## src/rtl/cache_arb_pkg.sv

```systemverilog
// Shared types and widths for the two-client cache port arbiter.
package cache_arb_pkg;

    localparam int REQ_WIDTH       = 70;
    localparam int RESP_WIDTH      = 52;
    localparam int IGNORE_RESP_BIT = 0;

    typedef enum logic {
        ARB_RR  = 1'b0,
        ARB_TDM = 1'b1
    } arb_mode_t;

    typedef logic client_id_t;

endpackage

```

## src/rtl/arb_grant.sv

```systemverilog
// Combinational grant selection: TDM slot masking, then round-robin tie-break.
module arb_grant
    import cache_arb_pkg::*;
(
    input  logic [1:0] elig,
    input  client_id_t rr_ptr,
    input  arb_mode_t  mode,
    input  client_id_t slot_owner,
    output logic [1:0] gnt
);

    logic [1:0] masked;

    always_comb begin
        masked = elig;
        if (mode == ARB_TDM)
            masked = elig & (slot_owner ? 2'b10 : 2'b01);
        gnt = masked;
        // Only a real tie consults the priority pointer.
        if (&masked)
            gnt = rr_ptr ? 2'b10 : 2'b01;
    end

endmodule

```

## src/rtl/cache_arbiter.sv

```systemverilog
// Shares one single-cycle cache put/get port between two clients; responses
// are routed back to the client that issued the outstanding request.
module cache_arbiter #(
    parameter int REQ_WIDTH   = cache_arb_pkg::REQ_WIDTH,
    parameter int RESP_WIDTH  = cache_arb_pkg::RESP_WIDTH,
    parameter int MODE        = 0,
    parameter int SLOT_CYCLES = 16
) (
    input  logic                  CLK,
    input  logic                  RST_N,
    input  logic                  req0_put_valid,
    output logic                  req0_put_ready,
    input  logic [REQ_WIDTH-1:0]  req0_put_request,
    input  logic                  req0_get_valid,
    output logic                  req0_get_ready,
    output logic [RESP_WIDTH-1:0] req0_get_response,
    input  logic                  req1_put_valid,
    output logic                  req1_put_ready,
    input  logic [REQ_WIDTH-1:0]  req1_put_request,
    input  logic                  req1_get_valid,
    output logic                  req1_get_ready,
    output logic [RESP_WIDTH-1:0] req1_get_response,
    output logic                  cache_put_valid,
    input  logic                  cache_put_ready,
    output logic [REQ_WIDTH-1:0]  cache_put_request,
    output logic                  cache_get_valid,
    input  logic                  cache_get_ready,
    input  logic [RESP_WIDTH-1:0] cache_get_response
);

    import cache_arb_pkg::*;

    localparam arb_mode_t ARB_MODE = (MODE == 1) ? ARB_TDM : ARB_RR;
    localparam int CW = (SLOT_CYCLES > 1) ? $clog2(SLOT_CYCLES) : 1;
    localparam logic [CW-1:0] SLOT_LAST = CW'(SLOT_CYCLES - 1);

    logic          owner_valid;
    client_id_t    owner_id;
    client_id_t    rr_ptr;
    logic [CW-1:0] slot_cnt;
    client_id_t    slot_owner;

    logic [1:0] put_valid, get_valid, elig, gnt;
    logic       drain, free, put_fire;
    client_id_t gnt_id;

    assign put_valid = {req1_put_valid, req1_put_valid ? 1'b0 : 1'b0} | {1'b0, req0_put_valid};
    assign get_valid = {req1_get_valid, req0_get_valid};

    // A response drains in the same cycle a new request may issue.
    assign cache_get_valid = RST_N && owner_valid && get_valid[owner_id];
    assign drain           = cache_get_valid && cache_get_ready;
    assign free            = !owner_valid || drain;
    assign elig            = put_valid & {2{free && RST_N}};

    arb_grant u_grant (
        .elig       (elig),
        .rr_ptr     (rr_ptr),
        .mode       (ARB_MODE),
        .slot_owner (slot_owner),
        .gnt        (gnt)
    );

    assign gnt_id            = gnt[1];
    assign cache_put_valid   = |gnt;
    assign cache_put_request = gnt[1] ? req1_put_request : req0_put_request;
    assign req0_put_ready    = gnt[0] && cache_put_ready;
    assign req1_put_ready    = gnt[1] && cache_put_ready;
    assign put_fire          = cache_put_valid && cache_put_ready;

    assign req0_get_ready    = RST_N && owner_valid && (owner_id == 1'b0) && cache_get_ready;
    assign req1_get_ready    = RST_N && owner_valid && (owner_id == 1'b1) && cache_get_ready;
    assign req0_get_response = cache_get_response;
    assign req1_get_response = cache_get_response;

    always_ff @(posedge CLK or negedge RST_N) begin
        if (!RST_N) begin
            owner_valid <= 1'b0;
            owner_id    <= 1'b0;
            rr_ptr      <= 1'b0;
        end else if (put_fire) begin
            rr_ptr      <= ~gnt_id;
            owner_valid <= ~cache_put_request[IGNORE_RESP_BIT];
            owner_id    <= gnt_id;
        end else if (drain) begin
            owner_valid <= 1'b0;
        end
    end

    // Slot timing is free-running and independent of traffic.
    always_ff @(posedge CLK or negedge RST_N) begin
        if (!RST_N) begin
            slot_cnt   <= '0;
            slot_owner <= 1'b0;
        end else if (ARB_MODE == ARB_TDM) begin
            if (slot_cnt == SLOT_LAST) begin
                slot_cnt   <= '0;
                slot_owner <= ~slot_owner;
            end else begin
                slot_cnt <= slot_cnt + 1'b1;
            end
        end
    end

endmodule
```

## config.mk

```make
export PLATFORM = sky130hd
export DESIGN_NAME = cache_arbiter
export DESIGN_NICKNAME = d
export VERILOG_FILES = /design/src/rtl/cache_arb_pkg.sv /design/src/rtl/arb_grant.sv /design/src/rtl/cache_arbiter.sv
export SDC_FILE = /design/constraint.sdc
export NUM_CORES = 1
export LEC_CHECK = 0
export BUFFER_PORTS_ARGS = -buffer_cell sky130_fd_sc_hd__buf_2
export CORE_AREA = 5 5 144 146
export DETAILED_ROUTE_END_ITERATION = 7
export DIE_AREA = 0 0 149 151
export GPL_ROUTABILITY_DRIVEN = 0
export SYNTH_ARGS = -nofsm -noshare
export SYNTH_HDL_FRONTEND = slang
export SYNTH_SLANG_ARGS = --single-unit
```

## constraint.sdc

```tcl
create_clock -name CLK -period 4.4 [get_ports CLK]
set_clock_uncertainty 0.15 [all_clocks]
set_input_delay 0.44 -clock CLK [delete_from_list [all_inputs] [get_ports CLK]]
set_output_delay 0.44 -clock CLK [all_outputs]
set_load 0.02 [all_outputs]
```

After elaboration in Yosys (flattened, before gate mapping)

Cells that the tools add are included.

Flip-flop bits (word level): 3
Bits of input ports: 200
Output and inout bits: 180

Magnitude comparators: 1
Multiplexer cells: 7
Bitwise operators: 5
Reduce and logical (&&, ||, !) cells: 16

Operator list:

| operator                                                                      | number |
|---|---|
| 70-bit two-way mux                                                            | 1 |
| 1-bit logical AND                                                             | 11 |
| 1-bit two-way mux                                                             | 4 |
| 2-bit two-way mux                                                             | 2 |
| 1-bit NOT                                                                     | 3 |
| 2-bit bitwise AND                                                             | 1 |
| 1-bit by 2-bit less-than comparator with 1-bit output (second input constant) | 1 |
| 2-bit by 1-bit OR with 2-bit output                                           | 1 |
| 2-bit AND reduction                                                           | 1 |
| 2-bit nonzero test                                                            | 1 |
| 2-bit OR reduction                                                            | 1 |
| 1-bit zero test                                                               | 1 |
| 1-bit logical OR                                                              | 1 |

Longest topological paths before layout

Gate-level depths: netlist (run 1).

Depth after elaboration: 12
Gate-level depth with buffers: 5
Depth with buffers taken out: 4

By module

From an unflattened synthesis (run 1), not the netlist that was laid out.

Cell total of the unflattened synthesis: 211
Area, all modules: 2148.3 um^2

By module, submodules not included:

| module        | instances | cells each | area each (um^2) | sequential area each (um^2) |
|---|---|---|---|---|
| cache_arbiter | 1         | 206        | 2107.0           | 75.1 |
| arb_grant     | 1         | 5          | 41.3             | 0.0 |

Worst setup path before layout (run 1)

OpenSTA, ideal clock, no wires.

Path kind: input -> output
From: in req0_get_valid
To: out cache_put_request[11]
Data arrival time: 1.678 ns
Data required time: 3.810 ns
Slack: 2.132 ns
Cell stages on the path: 5
Buffers on the path: 1
Cell sequence: mux2_4 a21o_2 nand4_4 clkbuf_8 mux2_2

Cells in the longest elaborated chain, start to end: 10

Ends and longest elaborated chain:

| element                                                   | line                | source |
|---|---|---|
| start, declared                                           | cache_arbiter.sv:14 | `input logic req0_get_valid,` |
| 1-bit two-way mux (not written as such) (*) (2 in series) | cache_arbiter.sv:51 | `assign cache_get_valid = RST_N && owner_valid && get_valid[owner_id];` |
| 1-bit logical AND (*)                                     | cache_arbiter.sv:51 |  |
| 1-bit logical AND (*)                                     | cache_arbiter.sv:52 | `assign drain = cache_get_valid && cache_get_ready;` |
| 1-bit logical OR (*)                                      | cache_arbiter.sv:53 | `assign free = !owner_valid \|\| drain;` |
| 1-bit logical AND (*)                                     | cache_arbiter.sv:54 | `assign elig = put_valid & {2{free && RST_N}};` |
| 2-bit bitwise AND (*)                                     | cache_arbiter.sv:54 |  |
| 2-bit AND reduction                                       | arb_grant.sv:20     | `if (&masked)` |
| 2-bit two-way mux (*)                                     | arb_grant.sv:20     |  |
| 70-bit two-way mux (*)                                    | cache_arbiter.sv:66 | `assign cache_put_request = gnt[1] ? req1_put_request : req0_put_request;` |
| end, declared                                             | cache_arbiter.sv:25 | `output logic [REQ_WIDTH-1:0] cache_put_request,` |

Mark *: on every way between the ends. The rest lies on a longest branch, timed or not. The select of a mux whose other input is x is not followed.

Final worst setup path (run 1)

From: in RST_N
To: out cache_put_request[8]

Cells in the longest elaborated chain, start to end: 9

Ends and longest elaborated chain:

| element                         | line                | source |
|---|---|---|
| start, declared                 | cache_arbiter.sv:10 | `input logic RST_N,` |
| 1-bit logical AND (2 in series) | cache_arbiter.sv:51 |  |
| 1-bit logical AND               | cache_arbiter.sv:52 |  |
| 1-bit logical OR                | cache_arbiter.sv:53 |  |
| 1-bit logical AND (*)           | cache_arbiter.sv:54 |  |
| 2-bit bitwise AND (*)           | cache_arbiter.sv:54 |  |
| 2-bit AND reduction             | arb_grant.sv:20     |  |
| 2-bit two-way mux (*)           | arb_grant.sv:20     |  |
| 70-bit two-way mux (*)          | cache_arbiter.sv:66 |  |

Mark *: on every way between the ends. The rest lies on a longest branch, timed or not.

==> results of run 1 <==
==> final timing paths <==
| kind | to | startpoint | cells past startpoint |
|---|---|---|---|
| setup / recovery | cache_put_request[8] | RST_N | 6 |
| min in group asynchronous | rr_ptr$_DFFE_PN0P_ | RST_N | 2 |
| hold reg to reg | owner_valid$_DFFE_PN0P_ | owner_valid$_DFFE_PN0P_ | 1 |
| hold / removal | owner_valid$_DFFE_PN0P_ | owner_valid$_DFFE_PN0P_ | 1 |
| max in group asynchronous | owner_valid$_DFFE_PN0P_ | RST_N | 2 |
| setup reg to reg | rr_ptr$_DFFE_PN0P_ | owner_id$_DFFE_PN0P_ | 4 |
==> flip-flops by register name, summed over array words and instances (netlist names) <==
register     flops
rr_ptr           1
owner_id         1
owner_valid      1
==> cell usage after synthesis (2+ instances only) <==
master and number:
nand2_1 3, mux2_2 64, nor2_1 5, mux2_4 7, inv_1 2, dfrtp_1 3
clkbuf_8 7, nand3_1 3, buf_4 104
==> power breakdown <==
group | internal [W] | switching (W) | total, W
logic | 0.000228 | 0.000251 | 0.000479
registers | 0.0000408 | 0.0000109 | 0.0000517
clock network | 0.000119 | 0.0000233 | 0.000143
==> critical path: stages <==
cell,delay (ps)
dlygate4sd3_1,520
buf_2,240
nand4_4,530
buf_12,430
mux2_4,310
buf_2,160
==> cell type report <==
type                       count  area [um2]
timing repair buffer         225        1150
multi-input combinational     94         970
fill                        2236       16700
inverter                       2        7.51
clock buffer                   4        78.8
sequential                     3        75.1
tap                          265         332
==> cells in the final DEF, fill, tap and decap left out, types with 2 or more instances in the layout <==
master	instances
clkbuf_16	3
nand3_1	3
dfrtp_1	3
nor2_1	5
buf_2	223
nand2_1	3
inv_1	2
mux2_4	7
mux2_2	64
==> repair_timing <==
item | 4_1_cts | 5_1_grt
gates resized for setup | 0 | 0
hold endpoints to repair | 3 | 0
hold buffers | 1 | 0
==> per-layer routing <==
| metal | share of wire, % | vias up | GRT usage (%) |
|---|---|---|---|
| li1 | - | 848 | - |
| met1 | 25 | 748 | 3.92 |
| met2 | 52 | 193 | 10.7 |
| met3 | 18 | 55 | 3.08 |
| met4 | 4.9 | 2 | 3.25 |
| met5 | 0.17 | - | 0 |
==> metrics by stage <==
stage / instances / util (%) / cell area (um2) / total power [W] / hold WS, ps
4_1_cts: 593 / 13.5 / 2610 / 0.000685 / 390
3_3_place_gp: 588 / 13.1 / 2520 / 0.000534 / 158
3_5_place_dp: 588 / 13.1 / 2520 / 0.000537 / 151
2_1_floorplan: 211 / - / 1930 / 0.000519 / -5.59
6_report: 593 / 13.5 / 2610 / 0.000674 / 395
5_1_grt: 593 / 13.5 / 2610 / 0.000717 / 415
==> kinds of logic (layout without fill, tap and decap cells) <==
logic type | Yosys count | after routing | share of synthesized area [%]
flops | 3 | 3 | 3.88
mux | 71 | 71 | 42.7
simple gates | 15 | 15 | 4.40
compound gates | 8 | 8 | 3.04
buf+inv | 114 | 231 | 46.0
==> impl_metrics.py, run 1 <==
metrics = {
    "clock_tree": {
        "path_clk_slew_ps": 30,
        "clkLatencyLatePin_ps": 220,
        "clock-sinks": 3,
        "cts_root_buffer": "clkbuf_16",
        "cts_tree": "built",
        "cts.path.max_buffers": 2,
        "cts_buffers": 3,
        "postCtsSetupBuffers": 0,
        "cts_max_level": 1,
    },
    "timing": {
        "finalSetupViolCount": 0,
        "hold_violations": 0,
        "period_share_pct": 73.4,
        "layout_setup_ws_ps": 1170,
        "fin_setup_tns_ps": 0,
        "min_period_ps": 3230,
        "max_slew_margin_pct": 55.7,
        "fmax_mhz": 309,
        "slew_viol_final": 0,
        "rsz0062_at_grt": "false",
        "tightest_slew_ps": 664,
    },
    "synth": {
        "yosys_most_used_dff": "dfrtp_1",
        "yosysUniqueCellTypes": 22,
        "synth_largest_area_cell": "buf_4",
        "ys_warn_count": 0,
        "ys_ff_latch": 3,
        "ys_seq_area_share_pct": 3.88,
        "syn-cell-area_um2": 1930,
        "syn_avg_cell_area_um2": 9.17,
        "synth.area.top_cells": "buf_4 40%, mux2_2 37%, mux2_4 5.4%",
        "synthArstFlopShare_pct": 100,
        "synth_cells": 211,
        "yosysTopAreaCellShare_pct": 40.4,
        "synth-edff-count": 0,
        "synthesis.nets": 411,
    },
    "cells_and_area": {
        "diodes": 0,
        "drive_gt1_share_pct": 91.5,
        "layout.nets": 529,
        "syn_to_final_growth_pct": 34.9,
    },
    "floorplanning": {
        "num_rows": 51,
        "ioPinCount": 380,
        "initial_core_util_pct": 10.0,
        "core_um2": 19300,
        "die_area_um2": 22500,
        "die_y_um": 151,
        "die_w_um": 149,
    },
    "global_routing": {
        "grt_pass1_wl_mm": 9.54,
        "antenna_found_initial": 1,
        "overflow": 0,
        "grt.total_usage_pct": 5.42,
        "grt_pass1_vias": 1885,
        "grt_max_degree": 41,
    },
    "worst_setup_path": {
        "cp-end-kind": "output port",
        "r2r_slack_ps": 2840,
        "worstPathRequired_ps": 3810,
        "crit_type": "in -> out",
        "crit_fanout": 40,
        "critPathLaunchType": "input pin",
        "crit_arrival_ps": 2640,
    },
    "routing": {
        "dr.first_iter.drc_count": 33,
        "viasPerCell": 3.11,
        "vias": 1846,
        "post_drt_wl_per_cell_um": 12.7,
        "wirelength_mm": 7.51,
        "drtPass1Iterations": 5,
        "ant_nets": 0,
        "drc_errors": 0,
    },
    "pwr": {
        "power_leakage_nw": 1.38,
        "p_per_area_nw_per_um2": 258,
        "ir_worst_vdd_v": 0.000113,
    },
    "run_status": {
        "outcome": "finished clean",
    },
    "worst_hold_path": {
        "hold_class": "reg -> reg",
    },
    "placement": {
        "portBuffers": 223,
        "dpl.hpwl_mm": 6.73,
        "place_ws_ps": 1400,
    },
    "flow_run": {
        "timing.max_cap.violations": 0,
    },
}
Note: power is estimated with default switching activity, not from simulation.
==> inputs of run 2 (changes only) <==
CORE_AREA = 5 5 145 147   (was 5 5 144 146)
DIE_AREA = 0 0 150 152   (was 0 0 149 151)
clock period = 3.1 ns   (was 4.4 ns; I/O delays follow)
==> impl_metrics.py, run 2 (synthesis gave the netlist of run 1 again) <==
metrics = {
    "run_status": {
        "outcome": "finished clean",
    },
    "global_routing": {
        "antenna_found_initial": 0,
        "overflow": 0,
        "grt.total_usage_pct": 5.90,
        "grt_max_degree": 42,
        "grt_pass1_vias": 1907,
        "grt_pass1_wl_mm": 10.4,
    },
    "routing": {
        "vias": 1844,
        "dr_wl_met2_mm": 3.69,
        "met1Wirelength_mm": 2.56,
        "drtPass1Iterations": 4,
        "dr.first_iter.drc_count": 34,
        "ant_nets": 0,
        "route.met3.wl_mm": 1.23,
        "viasPerCell": 3.08,
        "top_layer": "met4",
        "post_drt_wl_per_cell_um": 13.0,
        "drc_errors": 0,
        "wirelength_mm": 7.80,
    },
    "worst_setup_path": {
        "critPathLaunchType": "flop",
        "crit_type": "reg -> out",
        "path_buf_inv": 2,
        "setup.worst_path.start": "owner_id$_DFFE_PN0P_",
        "critPathTopFamily": "multiplexers",
        "crit_fanout": 29,
        "r2r_end": "rr_ptr$_DFFE_PN0P_",
        "crit_slowest_cell": "dfrtp_1",
        "cp.depth": 6,
        "crit_end": "cache_put_request[58]",
        "crit_arrival_ps": 2260,
        "ff2ff_path_depth": 4,
        "slowest_delay_ps": 390,
        "path_cells": "mux2_4, a21o_2, nand4_4, buf_4, mux2_2, buf_2",
        "r2r_slack_ps": 1540,
        "reg2reg_from": "owner_id$_DFFE_PN0P_",
        "worstPathRequired_ps": 2640,
        "cp-end-kind": "output port",
    },
    "floorplanning": {
        "core_um2": 19800,
        "initial_core_util_pct": 9.78,
        "die_y_um": 152,
        "ioPinCount": 380,
        "num_rows": 52,
        "die_area_um2": 22800,
        "die_w_um": 150,
    },
    "pwr": {
        "ir_worst_vdd_v": 0.000181,
        "p_int_w": 0.000553,
        "p_per_area_nw_per_um2": 366,
        "seqPwrFrac_pct": 7.7,
        "power_frac_clock_pct": 21.2,
        "switchingPower_w": 0.000407,
        "p_total_w": 0.000960,
        "swShare_pct": 42.4,
        "power_leakage_nw": 1.38,
        "p_comb_share_pct": 71.1,
    },
    "flow_run": {
        "timing.max_cap.violations": 0,
    },
    "timing": {
        "finalSetupViolCount": 0,
        "fmax_mhz": 368,
        "min_period_ps": 2720,
        "period_share_pct": 87.7,
        "layout_setup_ws_ps": 380,
        "rsz0062_at_grt": "false",
        "max_slew_margin_pct": 71.7,
        "tightest_slew_ps": 424,
        "fin_setup_tns_ps": 0,
        "slew_viol_final": 0,
        "hold_violations": 0,
    },
    "cells_and_area": {
        "drive_gt1_share_pct": 91.5,
        "syn_to_final_growth_pct": 35.6,
        "final_cell_mix": "223 x buf_2, 64 x mux2_2, 7 x mux2_4, 5 x nor2_1",
        "diodes": 0,
        "layout.nets": 530,
        "final_util_pct": 13.3,
        "final_common_cell": "buf_2",
        "instances_no_fill": 599,
        "top_regs": "owner_id x1, owner_valid x1, rr_ptr x1",
    },
    "clock_tree": {
        "cts_root_buffer": "clkbuf_16",
        "cts_buffers": 3,
        "ctsResizeCount": 0,
        "path_clk_slew_ps": 30,
        "postCtsSetupBuffers": 0,
        "clock-sinks": 3,
        "clkLatencyLatePin_ps": 220,
        "cts_max_level": 1,
        "cts_tree": "built",
        "cts.path.max_buffers": 2,
        "holdBufCountCts": 1,
    },
    "placement": {
        "portBuffers": 223,
        "place_ws_ps": 569,
        "dp.cells": 594,
        "dpl.hpwl_mm": 6.97,
    },
    "worst_hold_path": {
        "hold_class": "in -> reg",
    },
}
-- run 2: cell types whose count changed in the layout (fill, tap and decap cells not counted) --
cell,previous run,this run
buf_4,0,1
-- run 2: how the worst min path moves through the flow --
stage	start	to	slack [ps]	cells after the start
floorplan	RST_N	owner_id$_DFFE_PN0P_	-140	0
global placement	RST_N	owner_id$_DFFE_PN0P_	30	1
detailed placement	RST_N	owner_id$_DFFE_PN0P_	30	1
CTS	cache_get_ready	owner_valid$_DFFE_PN0P_	270	3
global route	cache_get_ready	owner_valid$_DFFE_PN0P_	310	3
finish	cache_get_ready	owner_valid$_DFFE_PN0P_	270	3
-- run 2: worst register-to-register path, delay by kind of cell (launching register included) --
family,cells,cell delay (ps)
muxes,1,320
AOI/OAI and AO/OA,3,590
DFF,1,390
-- run 2: power groups by stage --
stage	logic [W]	registers (W)	clock network (W)
after global placement	0.000687	0.0000728	0
after floorplan	0.000666	0.0000705	0
after CTS	0.000695	0.0000739	0.000208
after global routing	0.000741	0.0000776	0.000214
after detailed placement	0.000692	0.0000740	0
final	0.000683	0.0000738	0.000203
-- run 2: metal layers --
layer  vias up  track usage, %
met5         -               0
met4         0            2.53
met3        42            3.19
met2       172            10.5
met1       782            5.58
li1        848               -
-- run 2: layout make-up --
type                            count  area, um2
Tap cell                          270        338
Fill cell                        2283      17200
Sequential cell                     3       75.1
Clock buffer                        4       78.8
Timing Repair Buffer              226       1150
Inverter                            2       7.51
Multi-Input combinational cell     94        970
-- run 2: metrics by stage --
stage	hold slack (ps)	area [um2]
3_5_place_dp	28.0	2530
2_1_floorplan	-136	1930
6_report	267	2620
5_1_grt	305	2620
4_1_cts	269	2620
3_3_place_gp	31.3	2530
==> inputs of run 3 (changes only) <==
MAX_ROUTING_LAYER = met4   (was not set)
==> impl_metrics.py, run 3 (synthesis gave the netlist of run 1 again) <==
metrics = {
    "routing": {
        "wirelength_mm": 7.82,
        "drc_errors": 0,
        "post_drt_wl_per_cell_um": 13.1,
        "drtPass1Iterations": 4,
        "viasPerCell": 3.08,
        "ant_nets": 0,
        "dr.first_iter.drc_count": 31,
        "vias": 1846,
    },
    "worst_setup_path": {
        "r2r_slack_ps": 1540,
        "path_cells": "mux2_4, a21o_2, nand4_4, buf_4, mux2_2, buf_2",
        "worstPathRequired_ps": 2640,
        "crit_fanout": 29,
        "crit_arrival_ps": 2260,
        "reg2reg_from": "owner_id$_DFFE_PN0P_",
        "slowest_delay_ps": 390,
        "path_buf_inv": 2,
        "r2r_end": "rr_ptr$_DFFE_PN0P_",
        "crit_type": "reg -> out",
        "crit_slowest_cell": "dfrtp_1",
        "critPathTopFamily": "multiplexers",
        "critPathLaunchType": "flop",
        "cp-end-kind": "output port",
        "ff2ff_path_depth": 4,
    },
    "pwr": {
        "ir_worst_vdd_v": 0.000181,
        "p_per_area_nw_per_um2": 366,
        "power_leakage_nw": 1.38,
    },
    "clock_tree": {
        "cts_tree": "built",
        "cts.path.max_buffers": 2,
        "cts_max_level": 1,
        "clock-sinks": 3,
        "holdBufCountCts": 1,
        "path_clk_slew_ps": 30,
        "ctsResizeCount": 0,
        "clkLatencyLatePin_ps": 220,
        "postCtsSetupBuffers": 0,
        "cts_buffers": 3,
        "cts_root_buffer": "clkbuf_16",
    },
    "timing": {
        "fin_setup_tns_ps": 0,
        "slew_viol_final": 0,
        "period_share_pct": 87.8,
        "hold_violations": 0,
        "finalSetupViolCount": 0,
        "layout_setup_ws_ps": 379,
        "rsz0062_at_grt": "false",
        "min_period_ps": 2720,
        "tightest_slew_ps": 424,
        "fmax_mhz": 368,
        "max_slew_margin_pct": 71.7,
    },
    "flow_run": {
        "timing.max_cap.violations": 0,
    },
    "cells_and_area": {
        "syn_to_final_growth_pct": 35.6,
        "final_cell_mix": "223 x buf_2, 64 x mux2_2, 7 x mux2_4, 5 x nor2_1",
        "drive_gt1_share_pct": 91.5,
        "instances_no_fill": 599,
        "layout.nets": 530,
        "design_area_um2": 2620,
        "final_util_pct": 13.3,
        "final_common_cell": "buf_2",
        "diodes": 0,
        "top_regs": "owner_id x1, owner_valid x1, rr_ptr x1",
    },
    "worst_hold_path": {
        "hold_depth": 3,
        "min_from": "cache_get_ready",
        "hold_end": "owner_valid$_DFFE_PN0P_",
        "hold_class": "in -> reg",
    },
    "placement": {
        "portBuffers": 223,
        "place_ws_ps": 569,
        "dp.cells": 594,
        "dpl.hpwl_mm": 6.97,
        "dpl-instance-area_um2": 2530,
    },
    "floorplanning": {
        "initial_core_util_pct": 9.78,
        "die_y_um": 152,
        "die_area_um2": 22800,
        "ioPinCount": 380,
        "core_um2": 19800,
        "die_w_um": 150,
        "num_rows": 52,
    },
    "run_status": {
        "outcome": "finished clean",
    },
    "global_routing": {
        "antenna_found_initial": 0,
        "grt.total_usage_pct": 6.07,
        "grt_pass1_vias": 1909,
        "overflow": 0,
        "grt_pass1_wl_mm": 10.4,
        "grt_max_degree": 42,
    },
}
## run 3: cell counts in the layout (fill, tap and decap cells not counted)
No cell type changed its count.
## run 3: cell type report
type | count | area [um2]
multi-input cells | 94 | 970
clock buffers | 4 | 78.8
well taps | 270 | 338
flip-flops and latches | 3 | 75.1
fillers | 2283 | 17200
inverters | 2 | 7.51
repair buffers | 226 | 1150
## run 3: worst max-delay path by stage
stage	slack, ps	cells past startpoint	endpoint	from
floorplan	980	5	cache_put_request[11]	owner_id$_DFFE_PN0P_
global placement	610	6	cache_put_request[65]	owner_id$_DFFE_PN0P_
detailed placement	570	6	cache_put_request[65]	owner_id$_DFFE_PN0P_
CTS	330	6	cache_put_request[65]	owner_id$_DFFE_PN0P_
global route	270	6	cache_put_request[58]	owner_id$_DFFE_PN0P_
finish	380	6	cache_put_request[58]	owner_id$_DFFE_PN0P_
## run 3: per-layer routing
metal  vias up  wire length, um  GRT usage (%)
li1        848                -              -
met1       782             2580           5.62
met2       172             3700           10.5
met3        44             1230           3.13
met4         0              316           2.53
met5         -                0              -
## run 3: through the flow
step / total power [W] / hold slack (ps)
final: 0.000960 / 267
after global routing: 0.00103 / 305
after CTS: 0.000977 / 269
after detailed placement: 0.000766 / 28.0
after global placement: 0.000759 / 31.3
after floorplan: 0.000737 / -136
## run 3: where the power goes
part,switching (W),leakage (nW),internal [W]
logic,0.000357,1.31,0.000326
clock network,0.0000339,0.0382,0.000170
registers,0.0000159,0.0344,0.0000579
total,0.000407,1.38,0.000553
## run 3: worst register-to-register path: cells and delay by family, from the launching register on
family             cells  cell delay (ps)
AOI/OAI and AO/OA      3              590
DFF                    1              390
muxes                  1              320
